### config.mk
export PLATFORM = sky130hd
export DESIGN_NAME = password_store_arbiter
export DESIGN_NICKNAME = d
export VERILOG_FILES = /design/src/rtl/password_store_arbiter.sv
export SDC_FILE = /design/constraint.sdc
export NUM_CORES = 1
export LEC_CHECK = 0
export BUFFER_PORTS_ARGS = -buffer_cell sky130_fd_sc_hd__buf_2
export CAP_MARGIN = 25
export CORE_ASPECT_RATIO = 0.9
export CORE_MARGIN = 5
export CORE_UTILIZATION = 45
export CTS_CLUSTER_DIAMETER = 50
export CTS_CLUSTER_SIZE = 28
export DETAILED_ROUTE_END_ITERATION = 7
export PLACE_DENSITY = 0.77
export SYNTH_ARGS = -nofsm -noshare
export SYNTH_HDL_FRONTEND = slang
export SYNTH_SLANG_ARGS = --single-unit
### constraint.sdc
create_clock -name CLK -period 1.81 [get_ports CLK]
set_input_delay 0 -clock CLK [delete_from_list [all_inputs] [get_ports CLK]]
set_output_delay 0 -clock CLK [all_outputs]
set_load 0.1 [all_outputs]
### src/rtl/password_store_arbiter.sv
// password_store_arbiter: single-port access sequencer for the 4-digit password
// store. Setter writes take priority (unless lockDown); validator and display
// reads share the port round-robin. Each access runs latch -> access -> response.
// Optional write readback check is enabled by defining PSA_READBACK_EN.
module password_store_arbiter #(
  parameter int ADDR_W = 2,
  parameter int DATA_W = 4
) (
  input  logic              CLK,
  input  logic              RST,
  input  logic              lockDown,
  input  logic              set_req,
  input  logic [ADDR_W-1:0] set_addr,
  input  logic [DATA_W-1:0] set_wdata,
  output logic              set_gnt,
  input  logic              val_req,
  input  logic [ADDR_W-1:0] val_addr,
  output logic              val_gnt,
  output logic              val_rvalid,
  output logic [DATA_W-1:0] val_rdata,
  input  logic              dsp_req,
  input  logic [ADDR_W-1:0] dsp_addr,
  output logic              dsp_gnt,
  output logic              dsp_rvalid,
  output logic [DATA_W-1:0] dsp_rdata,
  output logic [ADDR_W-1:0] mem_addr,
  output logic              mem_we,
  output logic [DATA_W-1:0] mem_wdata,
  input  logic [DATA_W-1:0] mem_rdata,
  output logic              busy
`ifdef PSA_READBACK_EN
  ,
  output logic              wr_err
`endif
);

`ifdef PSA_READBACK_EN
  typedef enum logic [2:0] {S_IDLE, S_ACCESS, S_RESP, S_VERIFY, S_CHECK} state_t;
`else
  typedef enum logic [1:0] {S_IDLE, S_ACCESS, S_RESP} state_t;
`endif

  typedef enum logic [1:0] {OWN_SET, OWN_VAL, OWN_DSP} owner_t;

  state_t              state, state_n;
  owner_t              owner_q, pick_own;
  logic                rr_ptr;      // 0: validator wins a tie, 1: display wins
  logic                pick;
  logic [ADDR_W-1:0]   addr_q, pick_addr;
  logic [DATA_W-1:0]   wdata_q;
  logic [DATA_W-1:0]   val_rdata_q, dsp_rdata_q;

  assign mem_addr  = addr_q;
  assign mem_wdata = wdata_q;

  // Arbitration: unlocked setter first, then readers by round-robin pointer
  always_comb begin
    pick      = 1'b0;
    pick_own  = OWN_VAL;
    pick_addr = val_addr;
    if (set_req && !lockDown) begin
      pick      = 1'b1;
      pick_own  = OWN_SET;
      pick_addr = set_addr;
    end else if (val_req && (!dsp_req || !rr_ptr)) begin
      pick      = 1'b1;
      pick_own  = OWN_VAL;
      pick_addr = val_addr;
    end else if (dsp_req) begin
      pick      = 1'b1;
      pick_own  = OWN_DSP;
      pick_addr = dsp_addr;
    end
  end

  // State register
  always_ff @(posedge CLK or negedge RST) begin
    if (!RST) state <= S_IDLE;
    else      state <= state_n;
  end

  // Latch the winning request; only read grants move the pointer
  always_ff @(posedge CLK or negedge RST) begin
    if (!RST) begin
      owner_q <= OWN_VAL;
      addr_q  <= '0;
      wdata_q <= '0;
      rr_ptr  <= 1'b0;
    end else if (state == S_IDLE && pick) begin
      owner_q <= pick_own;
      addr_q  <= pick_addr;
      if (pick_own == OWN_SET) wdata_q <= set_wdata;
      else                     rr_ptr  <= (pick_own == OWN_VAL);
    end
  end

  // Read data holding registers, refreshed on the owner's response cycle
  always_ff @(posedge CLK or negedge RST) begin
    if (!RST) begin
      val_rdata_q <= '0;
      dsp_rdata_q <= '0;
    end else if (state == S_RESP) begin
      if (owner_q == OWN_VAL) val_rdata_q <= mem_rdata;
      if (owner_q == OWN_DSP) dsp_rdata_q <= mem_rdata;
    end
  end

  // Next state and per-state outputs
  always_comb begin
    state_n    = state;
    set_gnt    = 1'b0;
    val_gnt    = 1'b0;
    dsp_gnt    = 1'b0;
    val_rvalid = 1'b0;
    dsp_rvalid = 1'b0;
    mem_we     = 1'b0;
    val_rdata  = val_rdata_q;
    dsp_rdata  = dsp_rdata_q;
    busy       = (state != S_IDLE);
`ifdef PSA_READBACK_EN
    wr_err     = 1'b0;
`endif
    case (state)
      S_IDLE: if (pick) state_n = S_ACCESS;
      S_ACCESS: begin
        set_gnt = (owner_q == OWN_SET);
        val_gnt = (owner_q == OWN_VAL);
        dsp_gnt = (owner_q == OWN_DSP);
        if (owner_q == OWN_SET) begin
          mem_we  = 1'b1;
`ifdef PSA_READBACK_EN
          state_n = S_VERIFY;
`else
          state_n = S_IDLE;
`endif
        end else begin
          state_n = S_RESP;
        end
      end
      S_RESP: begin
        // Data is forwarded straight from the store this cycle
        if (owner_q == OWN_VAL) begin
          val_rvalid = 1'b1;
          val_rdata  = mem_rdata;
        end
        if (owner_q == OWN_DSP) begin
          dsp_rvalid = 1'b1;
          dsp_rdata  = mem_rdata;
        end
        state_n = S_IDLE;
      end
`ifdef PSA_READBACK_EN
      S_VERIFY: state_n = S_CHECK;  // address still on mem_addr, we low
      S_CHECK: begin
        wr_err  = (mem_rdata != wdata_q);
        state_n = S_IDLE;
      end
`endif
      default: state_n = S_IDLE;
    endcase
  end

endmodule

==> key figures <==
Status
  • Status: completed

Clock network
  • CTS sink count: 19
  • Num CTS Buffers: 3
  • Clock transition at path regs: 100 ps
  • Clock root buffer: clkbuf_4
  • Worst skew pair latency: 280 ps
  • H-tree Lvls: 1
  • Max clock buf depth: 2
  • CTS tree: built

Synth
  • Register area share after synthesis: 51.8%
  • Area leader, netlist: dfrtp_1
  • Top cells by area, synth: dfrtp_1, mux2_4, nor2_8
  • Syn_nets: 84
  • Distinct cells, synth: 24
  • Synth Area per Inst: 14.4 um2
  • Post-synthesis cell area: 921 um2
  • Synth warn: 0
  • Synth top area share: 48.9%
  • Syn Inst Count: 64
  • FF+latch count, synth: 19

Die
  • Die width: 57.7 um
  • Num ports: 41
  • Die Y: 52.9 um
  • Core box area: 0.00193 mm2
  • Initial core utilization: 47.6%
  • # rows: 15
  • DIE AREA: 0.00305 mm2

Setup path
  • Worst path arrival time: 1910 ps
  • CP Capture Type: flip-flop
  • Worst Setup Path Type: flip-flop to flip-flop
  • R2R depth: 4
  • Reg2reg start: state[1]
  • Worst endpoint required time: 1990 ps
  • Critical path startpoint category: flip-flop
  • FF-to-FF setup slack: 70 ps
  • Worst path max stage delay: 560 ps
  • RR Endpoint: mem_addr[0]
  • CP max-delay cell: dlygate4sd3_1
  • Crit path cell chain: a211o_1 -> a22oi_1 -> o21ai_1 -> dlygate4sd3_1
  • Max FO, Critical Path: 5

Global route
  • Total Routing Usage GR: 13.8%
  • Total grt overflow: 0
  • First-pass GRT wire length: 3260 um
  • Largest net degree at the start of global routing: 20
  • Vias in the first global route: 748
  • Initial antenna violation count: 0

Route
  • Router iterations before antenna repair: 2
  • Vias: 692
  • Routed wire per std cell: 12.9 um
  • Starting DRT DRC Count: 3
  • WL final: 1950 um
  • Antenna-violating nets left: 0
  • Post-route DRC: 0
  • Vias per cell: 4.58

STA
  • Final setup fails: 0
  • Final hold viol count: 0
  • Slew margin rel.: 67.2%
  • Final min period: 1740 ps
  • Setup_tns: 0 ps
  • Worst Skew: 1.98 ps
  • Worst-Margin Slew: 496 ps
  • Slew Limit Fails: 0
  • Final worst setup slack: 75.0 ps
  • Fin crit share: 95.9%
  • RSZ-0062 raised after global routing: false
  • FMAX: 0.576 GHz

Worst hold path
  • Hold endpoint: owner_q[1]
  • Tightest Hold Check Type: primary input to flip-flop
  • Hold Path Origin: set_req
  • Hold Crit Depth: 4

Final layout
  • Commonest non-fill, non-tap cell in the layout: buf_2
  • Most frequent cells in the layout: buf_2, dfrtp_1, dlygate4sd3_1
  • Share of cells above drive strength 1: 60.3%
  • Layout Nets: 147
  • N_diodes: 0
  • Synth-to-Final Area Change: 51.5%

Flow run
  • Maxcap violations: 0

Placed design
  • Final GP Congestion: 0.712
  • IO Port Bufs: 40
  • DP Worst Slack: 243 ps
  • Hpwl dp: 1410 um
logic make-up (layout without fill, tap and decap cells):
logic type	Yosys count	after routing	share of synthesized area [%]
flops	19	19	51.8
mux	15	15	23.0
simple gates	19	19	17.9
buf+inv	3	65	1.63
compound gates	8	8	5.71
metal layers:
layer	vias up	track usage (%)	share of wire (%)
li1	344	-	-
met1	321	16.0	42
met2	27	25.4	48
met3	0	2.93	9.5
met4	0	4.63	0
met5	-	0	0
how the worst max path moves through the flow:
| stage | cells after the start | to | startpoint | slack [ps] |
|---|---|---|---|---|
| final | 4 | mem_addr[0] | state[1] | 70 |
| after global routing | 4 | mem_addr[1] | state[1] | 2 |
| after CTS | 4 | val_rdata[2] | owner_q[0] | 20 |
| after detailed placement | 4 | val_rdata[2] | owner_q[0] | 240 |
| after global placement | 4 | val_rdata[0] | owner_q[0] | 290 |
| after floorplan | 2 | dsp_gnt | state[1] | -270 |
final cells by class:
type | count | area, um2
flip-flops and latches | 19 | 480
clock inverters | 1 | 5.00
well taps | 25 | 31.3
fillers | 132 | 538
multi-input cells | 42 | 448
clock buffers | 3 | 22.5
inverters | 2 | 7.51
repair buffers | 59 | 400
what timing repair did:
action                                 4_1_cts  5_1_grt
resized for setup                            9        4
hold buffers                                15        0
pin swaps                                    0        2
buffers inserted                             0        4
setup endpoints to repair                    8       10
endpoints found under the hold margin       34        0
critical path: cells and delay by family, from the launching register on:
family / cells / cell delay, ps
compound gates: 3 / 610
buf+inv: 1 / 560
flops: 1 / 460
registers in the layout, summed over array words and instances, names as in the netlist:
| name | count |
|---|---|
| dsp_rdata_q | 4 |
| state | 2 |
| mem_wdata | 4 |
| rr_ptr | 1 |
| val_rdata_q | 4 |
| owner_q | 2 |
| mem_addr | 2 |
cell usage after synthesis:
master,number
a211o_1,1
a21oi_1,1
a22oi_1,2
a311oi_1,1
buf_4,1
dfrtp_1,18
dfstp_2,1
inv_1,2
mux2_1,1
mux2_4,12
mux2i_1,2
nand2_1,2
nand2b_1,2
nand2b_4,2
nand3b_2,1
nor2_1,5
nor2_2,1
nor2_8,2
nor3_1,1
nor3_4,1
o21ai_0,1
o21ai_1,2
or2b_2,1
or2b_4,1
through the flow:
| step | hold WS (ps) | utilization (%) | area [um2] | instances |
|---|---|---|---|---|
| floorplan | -296 | - | 932 | 64 |
| global placement | -43.8 | 59.8 | 1160 | 128 |
| detailed placement | -42.7 | 59.8 | 1160 | 128 |
| CTS | 127 | 70.2 | 1360 | 147 |
| global route | 152 | 72.2 | 1400 | 151 |
| finish | 136 | 72.2 | 1400 | 151 |
Power is left out: the tool's default activity adds up to more than one toggle a clock period on the data nets, which glitch-free logic cannot reach.
